**src/rtl/btn_pkg.sv**
```systemverilog
`default_nettype none
// ============================================================================
//  Module   : btn_pkg
//  Purpose  : Shared definitions for the push-button input conditioner:
//             debounce FSM state encoding and default 12 MHz timing counts.
//  Ports    : none (package)
//  Revision : 1.0 - initial release
// ============================================================================
package btn_pkg;

    // Debounce FSM states. UP/DOWN are the stable levels, CHK_* are the
    // qualification windows while a change is being confirmed.
    typedef enum logic [1:0] {
        ST_UP     = 2'd0,
        ST_CHK_DN = 2'd1,
        ST_DOWN   = 2'd2,
        ST_CHK_UP = 2'd3
    } btn_state_t;

    // 10 ms and 1 s at a 12 MHz system clock.
    localparam int DEF_DEBOUNCE_CYCLES = 120000;
    localparam int DEF_LONG_CYCLES     = 12000000;

endpackage
`default_nettype wire

```
**src/rtl/btn_debounce_chan.sv**
```systemverilog
`default_nettype none
// ============================================================================
//  Module   : btn_debounce_chan
//  Purpose  : One button channel: 2-flop synchroniser, 4-state debounce FSM
//             and (optionally) a long-press hold counter.
//  Ports    : clk        - system clock
//             resetn     - asynchronous active-low reset
//             pin        - polarity-corrected raw pin (1 = pressed), async
//             level      - debounced pressed state (registered)
//             press      - one-cycle strobe on level rising
//             rel        - one-cycle strobe on level falling
//             long_press - one-cycle strobe at the long-press threshold
//  Config   : BTN_LONG_PRESS_EN enables the hold counter; otherwise
//             long_press is constant 0.
//  Revision : 1.0 - initial release
// ============================================================================
module btn_debounce_chan
    import btn_pkg::*;
#(
    parameter int DEBOUNCE_CYCLES = DEF_DEBOUNCE_CYCLES,
    parameter int LONG_CYCLES     = DEF_LONG_CYCLES
) (
    input  logic clk,
    input  logic resetn,
    input  logic pin,
    output logic level,
    output logic press,
    output logic rel,
    output logic long_press
);

    localparam int               CW       = $clog2(DEBOUNCE_CYCLES);
    localparam logic [CW-1:0]    CNT_ONE  = CW'(1);
    localparam logic [CW-1:0]    CNT_LAST = CW'(DEBOUNCE_CYCLES - 1);

    if (DEBOUNCE_CYCLES < 2 || LONG_CYCLES < 2) begin : g_param_check
        $error("btn_debounce_chan: DEBOUNCE_CYCLES and LONG_CYCLES must be >= 2");
    end

    logic          s1;
    logic          s2;
    btn_state_t    state;
    logic [CW-1:0] cnt;

    // Synchroniser and FSM share one process so every output stays registered.
    always_ff @(posedge clk or negedge resetn) begin
        if (!resetn) begin
            s1    <= 1'b0;
            s2    <= 1'b0;
            state <= ST_UP;
            cnt   <= '0;
            level <= 1'b0;
            press <= 1'b0;
            rel   <= 1'b0;
        end else begin
            s1    <= pin;
            s2    <= s1;
            press <= 1'b0;
            rel   <= 1'b0;
            case (state)
                ST_UP: begin
                    if (s2) begin
                        state <= ST_CHK_DN;
                        cnt   <= CNT_ONE;
                    end
                end
                ST_CHK_DN: begin
                    if (!s2) begin
                        // bounce: abandon and restart the count next time
                        state <= ST_UP;
                        cnt   <= '0;
                    end else if (cnt == CNT_LAST) begin
                        state <= ST_DOWN;
                        level <= 1'b1;
                        press <= 1'b1;
                        cnt   <= '0;
                    end else begin
                        cnt <= cnt + 1'b1;
                    end
                end
                ST_DOWN: begin
                    if (!s2) begin
                        state <= ST_CHK_UP;
                        cnt   <= CNT_ONE;
                    end
                end
                ST_CHK_UP: begin
                    if (s2) begin
                        state <= ST_DOWN;
                        cnt   <= '0;
                    end else if (cnt == CNT_LAST) begin
                        state <= ST_UP;
                        level <= 1'b0;
                        rel   <= 1'b1;
                        cnt   <= '0;
                    end else begin
                        cnt <= cnt + 1'b1;
                    end
                end
                default: begin
                    state <= ST_UP;
                    cnt   <= '0;
                    level <= 1'b0;
                end
            endcase
        end
    end

`ifdef BTN_LONG_PRESS_EN
    localparam int            HW        = $clog2(LONG_CYCLES + 1);
    localparam logic [HW-1:0] HOLD_MAX  = HW'(LONG_CYCLES);
    localparam logic [HW-1:0] HOLD_FIRE = HW'(LONG_CYCLES - 1);

    logic [HW-1:0] hold;
    logic          long_q;

    // Saturating at LONG_CYCLES means the FIRE value is passed exactly once
    // per press. Gating with level suppresses a strobe after release.
    always_ff @(posedge clk or negedge resetn) begin
        if (!resetn) begin
            hold   <= '0;
            long_q <= 1'b0;
        end else begin
            long_q <= level && (hold == HOLD_FIRE);
            if (!level) begin
                hold <= '0;
            end else if ((state == ST_DOWN || state == ST_CHK_UP) && hold != HOLD_MAX) begin
                hold <= hold + 1'b1;
            end
        end
    end

    assign long_press = long_q;
`else
    assign long_press = 1'b0;
`endif

endmodule
`default_nettype wire

```
**src/rtl/btn_debounce_bank.sv**
```systemverilog
`default_nettype none
// ============================================================================
//  Module   : btn_debounce_bank
//  Purpose  : Input conditioner for N_BTN push-buttons. Normalises polarity
//             to active-high and debounces each channel independently.
//  Ports    : clk         - system clock
//             resetn      - asynchronous active-low reset
//             btn_raw     - raw pin levels from SB_IO D_IN_0 (async)
//             btn_level   - debounced active-high pressed state
//             btn_press   - one-cycle strobe per rising btn_level
//             btn_release - one-cycle strobe per falling btn_level
//             btn_long    - one-cycle long-press strobe (0 if compiled out)
//  Config   : BTN_LONG_PRESS_EN adds a per-channel long-press hold counter.
//  Revision : 1.0 - initial release
// ============================================================================
module btn_debounce_bank
    import btn_pkg::*;
#(
    parameter int               N_BTN           = 3,
    parameter int               DEBOUNCE_CYCLES = DEF_DEBOUNCE_CYCLES,
    parameter logic [N_BTN-1:0] ACTIVE_LOW_MASK = N_BTN'(1),
    parameter int               LONG_CYCLES     = DEF_LONG_CYCLES
) (
    input  logic             clk,
    input  logic             resetn,
    input  logic [N_BTN-1:0] btn_raw,
    output logic [N_BTN-1:0] btn_level,
    output logic [N_BTN-1:0] btn_press,
    output logic [N_BTN-1:0] btn_release,
    output logic [N_BTN-1:0] btn_long
);

    // After this XOR every channel reads 1 when pressed.
    logic [N_BTN-1:0] s0;
    assign s0 = btn_raw ^ ACTIVE_LOW_MASK;

    for (genvar i = 0; i < N_BTN; i++) begin : g_chan
        btn_debounce_chan #(
            .DEBOUNCE_CYCLES (DEBOUNCE_CYCLES),
            .LONG_CYCLES     (LONG_CYCLES)
        ) u_chan (
            .clk        (clk),
            .resetn     (resetn),
            .pin        (s0[i]),
            .level      (btn_level[i]),
            .press      (btn_press[i]),
            .rel        (btn_release[i]),
            .long_press (btn_long[i])
        );
    end

endmodule
`default_nettype wire

```
**config.mk**
```make
export PLATFORM = sky130hd
export DESIGN_NAME = btn_debounce_bank
export DESIGN_NICKNAME = d
export VERILOG_FILES = /design/src/rtl/btn_pkg.sv /design/src/rtl/btn_debounce_chan.sv /design/src/rtl/btn_debounce_bank.sv
export SDC_FILE = /design/constraint.sdc
export NUM_CORES = 1
export LEC_CHECK = 0
export ABC_AREA = 1
export ABC_CLOCK_PERIOD_IN_PS = 1700
export BUFFER_PORTS_ARGS = -buffer_cell sky130_fd_sc_hd__buf_2
export CORE_MARGIN = 4
export CORE_UTILIZATION = 40
export CTS_CLUSTER_DIAMETER = 60
export DETAILED_ROUTE_END_ITERATION = 10
export MAX_ROUTING_LAYER = met4
export PLACE_DENSITY = 0.64
export SLEW_MARGIN = 20
export SYNTH_ARGS = -nofsm -noshare
export SYNTH_HDL_FRONTEND = slang
export SYNTH_SLANG_ARGS = --single-unit
```
**constraint.sdc**
```tcl
create_clock -name clk -period 1.7 [get_ports clk]
set_input_delay 0.34 -clock clk [delete_from_list [all_inputs] [get_ports clk]]
set_output_delay 0.34 -clock clk [all_outputs]
set_load 0.02 [all_outputs]
```
; ---- Yosys cells after proc, flatten, opt, wreduce, memory -nomap -nowiden
; Cells that the tools add are included.
[totals]
reg_bits = 72
input_bits = 5
output_inout_bits = 12
elab_cells = 145
[op_classes]
n_addsub = 3
eq_ne = 36
n_mux = 69
bitwise = 1
n_reduce_logical = 15
[op_table]
columns = op, count
row1 = $mux W17, 15
row2 = $pmux W17 S4, 3
row3 = $add A17 B1 Y17 const B, 3
row4 = $eq A17 B17 Y1 const B, 3
row5 = $mux W2, 18
row6 = $mux W1, 27
row7 = $ne A2 B1 Y1 const B, 12
row8 = $pmux W2 S4, 3
row9 = $reduce_and A5 Y1, 3
row10 = $eq A2 B2 Y1 const B, 6
row11 = $ne A2 B2 Y1 const B, 6
row12 = $reduce_and A4 Y1, 3
row13 = $ne A3 B1 Y1 const B, 3
row14 = $ne A3 B3 Y1 const B, 3
row15 = $eq A2 B1 Y1 const B, 3
row16 = $logic_not A2 Y1, 3
row17 = $pmux W1 S2, 3
row18 = $reduce_and A2 Y1, 3
row19 = $reduce_bool A2 Y1, 3
row20 = $not A1 Y1, 1

; ---- Longest topological paths before layout
; Gate-level depths: netlist of the first run.
[logic_depth]
ltp_word = 4
depth_mapped = 9
depth_no_buf = 9

; ---- Hierarchy
; Synthesis of the first run repeated with hierarchy kept, for this count alone.
[hier_totals]
hier_cells = 546
area_unflattened_um2 = 4196.5
[by_module_without_submodules]
columns = module, n_inst, cells_per_inst, area_each_um2, seq_area_each_um2
row1 = btn_debounce_chan at g_chan[0].u_chan ..., 2, 182, 1421.4, 600.6
row2 = btn_debounce_chan at g_chan[2].u_chan, 1, 181, 1350.0, 600.6
row3 = btn_debounce_bank, 1, 1, 3.8, 0.0

; ---- Least setup slack after synthesis of the first run
; Ideal clock, no wire load.
[synth_path]
path_kind = reg-to-reg
from = register g_chan[1].u_chan.cnt[0]
to = register g_chan[1].u_chan.cnt[7]
setup_ns = 0.131
t_arrival_ns = 1.251
t_required_ns = 1.569
slack_ns = 0.318
stages_incl_launch_ff = 8
path_buffers = 1
synth_period_minus_slack_ns = 1.382
cell_sequence = dfrtp_1 ha_1 nand3_2 nor2_4 nand3_2 nand2_4 buf_12 o22ai_2
[synth_via]
elab_chain_cells = 4
word_cells_on_any_way = 6
classes_between = 1 x add/sub / 1 x eq/ne / 4 x mux
[synth_rtl]
columns = element, line_no
row1 = from (decl), btn_debounce_chan.sv:43  ; logic [CW-1:0] cnt;
row2 = from (signal assigned), btn_debounce_chan.sv:78  ; cnt <= cnt + 1'b1;
row3 = from (signal assigned), btn_debounce_chan.sv:97  ; cnt <= cnt + 1'b1;
row4 = $add A17 B1 Y17 or $eq A17 B17 Y1 (tied branches), -
row5 = $mux W17 (*), "btn_debounce_chan.sv:72, btn_debounce_chan.sv:91"
row6 = "$mux W17, on equally long branches", "btn_debounce_chan.sv:88, btn_debounce_chan.sv:68"
row7 = $pmux W17 S4 (*), btn_debounce_chan.sv:60  ; case (state)
; Mark *: on every way between the ends. The rest lies on a longest branch, timed or not.
; A chain may end at the register's enable or synchronous reset.

; ---- Final worst setup path of the first run
[layout_path]
from = register g_chan[2].u_chan.cnt[0]
to = register g_chan[2].u_chan.cnt[9]
[layout_via]
elab_chain_cells = 4
word_cells_on_any_way = 6
classes_between = 1 x add/sub / 1 x eq/ne / 4 x mux
[layout_rtl]
columns = element, line_no
row1 = from (decl), btn_debounce_chan.sv:43
row2 = from (signal assigned), btn_debounce_chan.sv:78
row3 = from (signal assigned), btn_debounce_chan.sv:97
row4 = $add A17 B1 Y17 or $eq A17 B17 Y1 (tied branches), -
row5 = $mux W17 (*), "btn_debounce_chan.sv:72, btn_debounce_chan.sv:91"
row6 = "$mux W17, on equally long branches", "btn_debounce_chan.sv:88, btn_debounce_chan.sv:68"
row7 = $pmux W17 S4 (*), btn_debounce_chan.sv:60
; Marked as above.

==> results.py, run 1 <==
metrics = {
    "critical_path": {
        "critical_path_start_end_classification": "reg -> reg",
        "critical_path.startpoint_type": "flop",
        "worst_setup_endpoint": "g_chan[2].u_chan.cnt[9]$_DFFE_PN0P_",
        "crit_path_max_fanout": 8,
        "reg2reg_setup_slack_ns": 0.16,
        "crit_path_start": "g_chan[2].u_chan.cnt[0]$_DFFE_PN0P_",
        "timing.critical_path.required_ns": 1.94,
        "number_of_cells_on_the_worst_reg_to_reg_path": 8,
        "r2r-start": "g_chan[2].u_chan.cnt[0]$_DFFE_PN0P_",
        "worstPathArrival_ns": 1.79,
        "end_kind": "flop",
        "reg2reg_capture_point": "g_chan[2].u_chan.cnt[9]$_DFFE_PN0P_",
    },
    "worst_hold_path": {
        "worst_hold_path_type": "in -> reg",
        "min_from": "btn_raw[2]",
    },
    "final_layout": {
        "combined_area_of_the_multi_input_logic_cells_um2": 2140,
        "syn_to_final_growth_pct": 9.96,
        "final_nets": 617,
        "layout.cells.most_common": "nand2_1",
        "flip_flop_and_latch_area_um2": 1800,
        "layout_common_cells": "nand2_1 (190), inv_1 (72), dfrtp_1 (72), nand3_1 (52), nor2_1 (51)",
        "drive_gt1_share_pct": 15.3,
        "antennaDiodeCount": 0,
        "fillCellCount": 1081,
    },
    "power_and_ir_drop": {
        "p_int_mw": 2.43,
        "p_leak_nw": 2.23,
        "p_sw_share_pct": 26.0,
        "share_seq_of_total_power_pct": 54.2,
        "netSwitchingPower_uw": 852,
        "cellPowerDensity_nw_per_um2": 687,
        "fin_total_pwr_mw": 3.28,
        "combinationalPowerShare_pct": 6.4,
        "irDropWorstVdd_mv": 0.493,
        "clockPowerShare_pct": 39.3,
    },
    "route": {
        "detail_route.wl_per_cell_um": 11.6,
        "detail_route.iter0.violations": 140,
        "routed_via_density": 4.87,
        "num_vias": 3650,
        "number_of_optimization_iterations_in_the_first_detailed_route_pass": 6,
        "routed_wire_length_um": 8680,
        "drtAntennaViolNets": 0,
        "drcViolationCount": 0,
    },
    "cts": {
        "clk_latency_ns": 0.35,
        "tritoncts_clock_tree": "yes",
        "clkSlewWorstSetupHoldPaths_ns": 0.08,
        "cts_num_sinks": 72,
        "root_buffer": "clkbuf_8",
        "cts_inserted_buffers": 9,
        "ctsLongestPathBuffers": 2,
        "htree_levels": 3,
    },
    "floorplanning": {
        "rows": 37,
        "placeableCoreArea_um2": 10500,
        "start_util_pct": 41.5,
        "chipHeight_um": 112,
        "floorplan.io_pins": 17,
        "die_width_um": 112,
        "dieArea_um2": 12600,
    },
    "global_routing": {
        "grt_antenna_before_repair": 0,
        "grt_remaining_overflow": 0,
        "grt_most_used_layer": "met2",
        "first_global_vias": 3337,
        "grt_usage_pct": 14.7,
        "grt_pass1_wl_um": 15000,
        "groute.layer.met3.usage_pct": 3.72,
        "met2_use_gr_pct": 23.0,
        "pin_count_of_the_biggest_net_entering_global_routing": 73,
        "grt_util_met1_pct": 18.8,
    },
    "sta": {
        "timing.final.setup_violations": 0,
        "fmax_mhz": 648,
        "layout_worst_path_cycle_share_pct": 90.8,
        "finalHoldViolCount": 0,
        "setup_repair_after_global_routing_missed_its_margin": "no",
        "totalNegativeSetupSlack_ns": 0,
        "min_period_ns": 1.54,
        "slew_viol_final": 0,
        "timing.clock.skew_ns": 0.00695,
    },
    "job": {
        "max_cap_violations": 0,
    },
    "logic_synthesis": {
        "synthesis.instances": 588,
        "yosysSeqAreaShare_pct": 41.5,
        "netlist_cell_types": 35,
        "yosysWarningCount": 0,
        "avgSynthCellArea_um2": 7.39,
        "yosysTopAreaCellShare_pct": 41.5,
        "post_synth_instance_area_um2": 4350,
        "ys_top_cells_by_area": "dfrtp_1 (41%), nand2_1 (16%), inv_1 (6.2%), nand3_1 (6.0%), nor2_1 (4.4%)",
        "synth.largest_area_cell": "dfrtp_1",
        "ys_ff_latch": 72,
    },
    "placed_design": {
        "input_output_buffers": 13,
        "routabilityCongestion": 0.876,
        "hpwlAfterDp_um": 6210,
    },
    "status": {
        "run_status": "finished clean",
    },
}
## cell type report
type	instances	area share [%]
multi-input cells	422	44.8
flip-flops and latches	72	37.7
inverters	81	6.36
repair buffers	23	3.56
well taps	136	3.56
clock buffers	11	3.17
clock inverters	5	0.838
## cell families (layout without fill, tap and decap cells)
kind of cell / after synthesis / after routing / share of synthesized area, %
flops: 72 / 72 / 41.5
fa+ha+maj: 3 / 3 / 0.864
buf+inv: 96 / 120 / 9.82
xor+xnor: 12 / 12 / 2.42
other cells: 1 / 3 / 0.0863
simple gates: 354 / 354 / 37.8
compound gates: 50 / 50 / 7.57
## flip-flops by register name, indices dropped and copies added, names as in the netlist, named ones only
name,flops
g_chan.u_chan.level,3
g_chan.u_chan.s1,3
g_chan.u_chan.s2,3
g_chan.u_chan.cnt,51
g_chan.u_chan.state,3
g_chan.u_chan.rel,3
g_chan.u_chan.press,3
## how the worst min path moves through the flow
stage                                         end  slack (ns)  cells after the start
floorplan              asynchronous set/reset pin        0.04                      0
global placement    g_chan[0].u_chan.s2$_DFF_PN0_        0.33                      0
detailed placement  g_chan[1].u_chan.s2$_DFF_PN0_        0.34                      0
CTS                 g_chan[2].u_chan.s1$_DFF_PN0_        0.06                      1
global route        g_chan[2].u_chan.s1$_DFF_PN0_        0.06                      1
finish              g_chan[2].u_chan.s1$_DFF_PN0_        0.09                      1
## per-stage QoR
| step | hold slack (ns) | instances | cell area [um2] | worst slack, ns | util, % |
|---|---|---|---|---|---|
| finish | 0.0908 | 750 | 4780 | 0.156 | 45.7 |
| global route | 0.0622 | 750 | 4780 | 0.0140 | 45.7 |
| CTS | 0.0622 | 744 | 4700 | 0.0696 | 45.0 |
| detailed placement | 0.341 | 727 | 4500 | 0.0908 | 43.0 |
| global placement | 0.334 | 727 | 4500 | 0.163 | 43.0 |
| floorplan | 0.0444 | 590 | 4350 | 0.318 | - |
## power groups by stage
stage / sequential [mW] / clock (mW) / combinational, mW
2_1_floorplan: 1.81 / 0 / 0.137
3_5_place_dp: 1.81 / 0 / 0.199
5_1_grt: 1.79 / 1.44 / 0.240
3_3_place_gp: 1.81 / 0 / 0.195
4_1_cts: 1.78 / 1.36 / 0.201
6_report: 1.78 / 1.29 / 0.211
## critical path, cell delays in order (launching register included)
cell     delay, ns
dfrtp_1       0.40
ha_1          0.27
nand3_2       0.16
nor2_4        0.17
nand2_2       0.10
inv_2         0.06
nand2_2       0.07
nand2_4       0.11
o21ai_0       0.09
## Yosys cell counts
cell and n:
inv_1 72, o211ai_1 1, nor2_4 9, o22ai_2 4, dfrtp_1 72, or2_2 1, o22ai_1 6, buf_12 1
and2_1 1, o21bai_4 1, nand3_4 1, nand2_4 3, nor3_1 4, xor2_1 8, o21ai_0 23, o21ai_1 7
nand4_1 19, nand2_1 190, conb_1 1, o21ai_2 6, nand3_2 4, ha_1 3, o21bai_1 1, inv_2 8
nor2_1 51, a21oi_1 1, nand3_1 52, nor2_2 9, clkinv_1 1, nor3_4 1, nor3_2 1, nand2_2 8
xnor2_1 4, buf_2 1, buf_4 13
## routing by layer
metal	part of all wire (%)	up-vias
met5	0	-
met4	0.63	0
met3	3.7	4
met2	47	57
met1	49	1692
li1	-	1897
## repair_timing
action	in CTS	in global routing
hold buffers	1	0
resized for setup	0	2
hold endpoints to repair	59	0
setup buffers	0	6
setup endpoints to repair	0	3
No activity file was read; power rests on OpenSTA's default activity.
==> run 2, diff against run 1 <==
Settings changed: ABC_CLOCK_PERIOD_IN_PS 1700 to 1770.
Clock period 1.7 ns to 1.77 ns, I/O delays scaled along.
==> results.py, run 2 (same netlist as run 1, synthesis figures left out) <==
metrics = {
    "sta": {
        "finalHoldViolCount": 0,
        "timing.final.setup_violations": 0,
        "slew_viol_final": 0,
        "timing.clock.skew_ns": 0.00729,
        "setup_repair_after_global_routing_missed_its_margin": "no",
        "layout_worst_path_cycle_share_pct": 89.2,
        "totalNegativeSetupSlack_ns": 0,
        "fmax_mhz": 633,
        "min_period_ns": 1.58,
    },
    "floorplanning": {
        "start_util_pct": 41.5,
        "dieArea_um2": 12600,
        "die_width_um": 112,
        "floorplan.io_pins": 17,
        "chipHeight_um": 112,
        "placeableCoreArea_um2": 10500,
        "rows": 37,
    },
    "power_and_ir_drop": {
        "share_seq_of_total_power_pct": 50.7,
        "netSwitchingPower_uw": 832,
        "p_sw_share_pct": 24.7,
        "p_int_mw": 2.54,
        "cellPowerDensity_nw_per_um2": 711,
        "combinationalPowerShare_pct": 5.7,
        "irDropWorstVdd_mv": 0.489,
        "p_leak_nw": 2.21,
        "clockPowerShare_pct": 43.6,
    },
    "cts": {
        "clk_latency_ns": 0.35,
        "clkSlewWorstSetupHoldPaths_ns": 0.08,
        "cts_inserted_buffers": 9,
        "tritoncts_clock_tree": "yes",
        "root_buffer": "clkbuf_8",
        "cts_num_sinks": 72,
        "ctsLongestPathBuffers": 2,
        "post-cts-setup-buffers": 0,
        "htree_levels": 3,
    },
    "critical_path": {
        "critical_path.startpoint_type": "flop",
        "end_kind": "flop",
        "crit_path_max_delay_family": "simple AND/OR/NAND/NOR gates",
        "critical_path_cell_count": 8,
        "crit_path_max_fanout": 13,
        "critical_path.n_buffers_inverters": 1,
        "cpPeakStageDelay_ns": 0.39,
        "number_of_cells_on_the_worst_reg_to_reg_path": 8,
        "worstPathArrival_ns": 1.82,
        "critical_path_start_end_classification": "reg -> reg",
        "timing.critical_path.required_ns": 2.01,
        "crit_path_cell_trace": "ha_1, nand3_2, nor2_4, nand3_2, nand2_8, inv_1, nand2_1, nand2_1",
        "cp_slowest_cell": "dfrtp_1",
    },
    "final_layout": {
        "drive_gt1_share_pct": 14.5,
        "largest_reg_flops": 51,
        "layout.cells.most_common": "nand2_1",
        "syn_to_final_growth_pct": 9.24,
        "layout_common_cells": "nand2_1 (190), inv_1 (72), dfrtp_1 (72), nand3_1 (52), nor2_1 (51)",
        "antennaDiodeCount": 0,
        "regMostFlops": "g_chan.u_chan.cnt",
        "final_nets": 611,
        "fin_util_pct": 45.4,
    },
    "route": {
        "num_vias": 3600,
        "number_of_optimization_iterations_in_the_first_detailed_route_pass": 4,
        "drtAntennaViolNets": 0,
        "routed_via_density": 4.84,
        "routed_wire_length_um": 8540,
        "detail_route.iter0.violations": 96,
        "detail_route.wl_per_cell_um": 11.5,
        "drcViolationCount": 0,
    },
    "global_routing": {
        "grt_pass1_wl_um": 15400,
        "pin_count_of_the_biggest_net_entering_global_routing": 33,
        "grt_remaining_overflow": 0,
        "first_global_vias": 3423,
        "grt_usage_pct": 14.9,
        "grt_antenna_before_repair": 0,
    },
    "worst_hold_path": {
        "worst_hold_path_type": "in -> reg",
        "timing.hold.worst_path_depth": 1,
    },
    "placed_design": {
        "input_output_buffers": 13,
        "routabilityCongestion": 0.857,
        "hpwlAfterDp_um": 6430,
    },
    "status": {
        "run_status": "finished clean",
    },
    "job": {
        "max_cap_violations": 0,
    },
}
run 2: stage by stage:
| step | power (mW) | hold slack [ns] | std cells | area [um2] | setup WS [ns] |
|---|---|---|---|---|---|
| 6_report | 3.37 | 0.105 | 744 | 4750 | 0.191 |
| 3_3_place_gp | 1.93 | 0.320 | 727 | 4500 | 0.232 |
| 3_5_place_dp | 1.94 | 0.327 | 727 | 4500 | 0.169 |
| 2_1_floorplan | 1.87 | 0.0584 | 590 | 4350 | 0.388 |
| 5_1_grt | 3.53 | 0.0684 | 744 | 4750 | 0.0313 |
| 4_1_cts | 3.43 | 0.0791 | 744 | 4740 | 0.156 |
run 2: worst reg2reg max path: cells and delay by family, from the launching register on:
family,cells,cell delay [ns]
simple gates,6,0.79
fa+ha+maj,1,0.23
flops,1,0.39
buf+inv,1,0.08
run 2: power groups by stage:
stage	Combinational (mW)	Sequential, mW	Clock [mW]
floorplan	0.131	1.73	0
global placement	0.189	1.74	0
detailed placement	0.193	1.74	0
CTS	0.196	1.71	1.52
global route	0.219	1.71	1.59
finish	0.192	1.71	1.47
run 2: worst paths after layout:
kind | slack, ns | start | to
max in group asynchronous | 0.70 | resetn | g_chan[0].u_chan.cnt[5]$_DFFE_PN0P_
setup reg to reg | 0.19 | g_chan[1].u_chan.cnt[0]$_DFFE_PN0P_ | g_chan[1].u_chan.cnt[15]$_DFFE_PN0P_
hold / removal | 0.11 | btn_raw[2] | g_chan[2].u_chan.s1$_DFF_PN0_
hold reg to reg | 0.35 | g_chan[2].u_chan.s1$_DFF_PN0_ | g_chan[2].u_chan.s2$_DFF_PN0_
setup / recovery | 0.19 | g_chan[1].u_chan.cnt[0]$_DFFE_PN0P_ | g_chan[1].u_chan.cnt[15]$_DFFE_PN0P_
min in group asynchronous | 0.49 | resetn | g_chan[2].u_chan.cnt[15]$_DFFE_PN0P_
run 2: timing repair:
action | in CTS | in global routing
endpoints found under the setup margin | 0 | 2
gates resized for setup | 0 | 1
hold endpoints to repair | 30 | 0
hold buffers | 1 | 0
run 2: cell type report:
type,instances,area [um2]
Multi-Input combinational cell,422,2130
Clock buffer,9,124
Inverter,81,304
Tap cell,136,170
Fill cell,1077,5720
Clock inverter,7,101
Timing Repair Buffer,17,113
Sequential cell,72,1800
run 2: metal layers:
layer | vias to the layer above | global-route usage (%) | wire [um]
li1 | 1887 | - | -
met1 | 1654 | 19.4 | 4190
met4 | 0 | 4.41 | 46
met2 | 55 | 23.4 | 4020
met3 | 4 | 3.40 | 286
met5 | - | - | 0
==> run 3, diff against run 2 <==
Settings changed: SYNTH_HIERARCHICAL from default to 1.
==> results.py, run 3 <==
metrics = {
    "power_and_ir_drop": {
        "irDropWorstVdd_mv": 0.294,
        "p_leak_nw": 2.04,
        "cellPowerDensity_nw_per_um2": 681,
    },
    "final_layout": {
        "regMostFlops": "g_chan.u_chan/cnt",
        "fin_util_pct": 44.7,
        "layout.cells.most_common": "nand2_1",
        "syn_to_final_growth_pct": 9.45,
        "antennaDiodeCount": 0,
        "layout_common_cells": "nand2_1 (183), dfrtp_1 (72), nor2_1 (62), inv_1 (56), nand3_1 (37)",
        "largest_reg_flops": 51,
        "final_nets": 576,
        "drive_gt1_share_pct": 15.4,
    },
    "cts": {
        "clkSlewWorstSetupHoldPaths_ns": 0.08,
        "cts_inserted_buffers": 9,
        "clk_latency_ns": 0.35,
        "root_buffer": "clkbuf_8",
        "htree_levels": 3,
        "tritoncts_clock_tree": "yes",
        "cts_num_sinks": 72,
        "ctsLongestPathBuffers": 2,
    },
    "logic_synthesis": {
        "synth_most_common_cell": "nand2_1",
        "synthSimpleGateAreaFrac_pct": 35.6,
        "main_combinational_cell_family_by_area_after_synthesis": "simple AND/OR/NAND/NOR gates",
        "yosysSeqAreaShare_pct": 42.9,
        "yosys.area_share.adder_pct": 0.894,
        "synth_flop_cell": "dfrtp_1",
        "synthXorXnorAreaFrac_pct": 3.76,
        "yosysWarningCount": 6,
        "netlist_cell_types": 31,
        "ys_top_cells_by_area": "dfrtp_1 (43%), nand2_1 (16%), nor2_1 (5.5%), inv_1 (5.0%), nand3_1 (4.4%)",
        "async_reset_ff_share_pct": 100,
        "yosysTopAreaCellShare_pct": 42.9,
        "synth_commonest_cells": "nand2_1 (183), dfrtp_1 (72), nor2_1 (62)",
        "synth-edff-count": 0,
        "syn-num-nets": 554,
        "post_synth_instance_area_um2": 4200,
        "synth_mux_area_share_pct": 0,
        "synth.largest_area_cell": "dfrtp_1",
        "synthesis.instances": 546,
        "synth_compound_area_share_pct": 9.21,
        "ys_ff_latch": 72,
        "avgSynthCellArea_um2": 7.69,
    },
    "global_routing": {
        "pin_count_of_the_biggest_net_entering_global_routing": 42,
        "grt_antenna_before_repair": 0,
        "grt_pass1_wl_um": 15200,
        "first_global_vias": 3408,
        "grt_remaining_overflow": 0,
        "grt_usage_pct": 15.2,
    },
    "route": {
        "detail_route.iter0.violations": 186,
        "num_vias": 3421,
        "detail_route.wl_per_cell_um": 11.9,
        "drcViolationCount": 0,
        "routed_wire_length_um": 8410,
        "number_of_optimization_iterations_in_the_first_detailed_route_pass": 5,
        "routed_via_density": 4.83,
        "drtAntennaViolNets": 0,
    },
    "sta": {
        "finalHoldViolCount": 0,
        "worst_slack_ns": 0.162,
        "fmax_mhz": 622,
        "min_period_ns": 1.61,
        "timing.final.setup_violations": 0,
        "totalNegativeSetupSlack_ns": 0,
        "setup_repair_after_global_routing_missed_its_margin": "no",
        "timing.clock.skew_ns": 0.0103,
        "slew_viol_final": 0,
        "layout_worst_path_cycle_share_pct": 90.8,
    },
    "worst_hold_path": {
        "min_from": "btn_raw[2]",
        "worst_hold_path_type": "in -> reg",
    },
    "floorplanning": {
        "dieArea_um2": 12200,
        "rows": 37,
        "floorplan.io_pins": 17,
        "placeableCoreArea_um2": 10300,
        "chipHeight_um": 110,
        "die_width_um": 110,
        "start_util_pct": 40.8,
    },
    "critical_path": {
        "r2r-start": "g_chan[0].u_chan/cnt[0]$_DFFE_PN0P_",
        "reg2reg_setup_slack_ns": 0.16,
        "reg2reg_capture_point": "g_chan[0].u_chan/cnt[2]$_DFFE_PN0P_",
        "crit_path_max_fanout": 13,
        "critical_path_start_end_classification": "reg -> reg",
        "timing.critical_path.required_ns": 2.00,
        "worst_setup_endpoint": "g_chan[0].u_chan/cnt[2]$_DFFE_PN0P_",
        "number_of_cells_on_the_worst_reg_to_reg_path": 6,
        "critical_path.startpoint_type": "flop",
        "worstPathArrival_ns": 1.83,
        "end_kind": "flop",
        "crit_path_start": "g_chan[0].u_chan/cnt[0]$_DFFE_PN0P_",
    },
    "job": {
        "max_cap_violations": 0,
    },
    "placed_design": {
        "input_output_buffers": 13,
        "hpwlAfterDp_um": 6250,
        "routabilityCongestion": 0.867,
        "preCtsSetupSlack_ns": 0.171,
    },
    "status": {
        "run_status": "finished clean",
    },
}
[run 3: changes by cell type after synthesis, moves of 6 or more]
| cell | change |
|---|---|
| o21ai_2 | +14 |
| inv_1 | -16 |
| nand3_1 | -15 |
| nand2_1 | -7 |
| buf_4 | -10 |
| nor2_1 | +11 |
| o21ai_0 | -14 |
| xor2_1 | +6 |
[run 3: where the power goes]
group	leakage, nW	switching [mW]	total, mW	internal [mW]
combinational	0.966	0.136	0.195	0.0593
clock	0.0951	0.636	1.22	0.580
sequential	0.975	0.0380	1.72	1.68
total	2.04	0.809	3.13	2.32
[run 3: area by class of cell]
class,count,area (um2)
Clock buffer,11,151
Clock inverter,5,31.3
Fill cell,1017,5680
Inverter,60,225
Multi-Input combinational cell,406,2090
Sequential cell,72,1800
Tap cell,136,170
Timing Repair Buffer,19,128
[run 3: through the flow]
step / std cells / total power, mW / instance area (um2) / hold slack [ns]
after floorplan: 546 / 1.88 / 4200 / 0.0584
after global placement: 692 / 1.94 / 4400 / 0.326
after detailed placement: 692 / 1.95 / 4400 / 0.335
after CTS: 709 / 3.19 / 4590 / 0.0847
after global routing: 709 / 3.30 / 4590 / 0.0898
final: 709 / 3.13 / 4590 / 0.109
[run 3: cell families after synthesis]
family / after synthesis
compound gates: 55
other cells: 3
simple gates: 327
buf+inv: 68
xor+xnor: 18
fa+ha+maj: 3
flops: 72
[run 3: worst min path at each step]
stage / to / slack [ns] / cells past startpoint
2_1_floorplan: asynchronous set/reset pin / 0.06 / 0
4_1_cts: g_chan[1].u_chan/s1$_DFF_PN0_ / 0.08 / 1
5_1_grt: g_chan[2].u_chan/s1$_DFF_PN0_ / 0.09 / 1
3_3_place_gp: g_chan[1].u_chan/rel$_DFF_PN0_ / 0.33 / 1
3_5_place_dp: g_chan[1].u_chan/rel$_DFF_PN0_ / 0.34 / 1
6_report: g_chan[2].u_chan/s1$_DFF_PN0_ / 0.11 / 1
[run 3: what timing repair did]
action                    CTS  global route
hold endpoints to repair   31             0
resized for setup           0             0
hold buffers                1             0
setup buffers               0             0
[run 3: critical path, stage by stage (launching register included)]
cell and delay [ns]:
dfrtp_1 0.41, ha_1 0.27, nand3_4 0.13, nor2_8 0.15, nand4_2 0.16, nand2_4 0.24, o21ai_0 0.13
[run 3: per-layer routing]
| metal | share of wire [%] | vias to the layer above | track usage (%) |
|---|---|---|---|
| met3 | 2.7 | 18 | 2.85 |
| met1 | 47 | 1592 | 18.5 |
| li1 | - | 1767 | - |
| met2 | 48 | 44 | 24.6 |
| met4 | 2.1 | 0 | 7.06 |
| met5 | 0 | - | - |
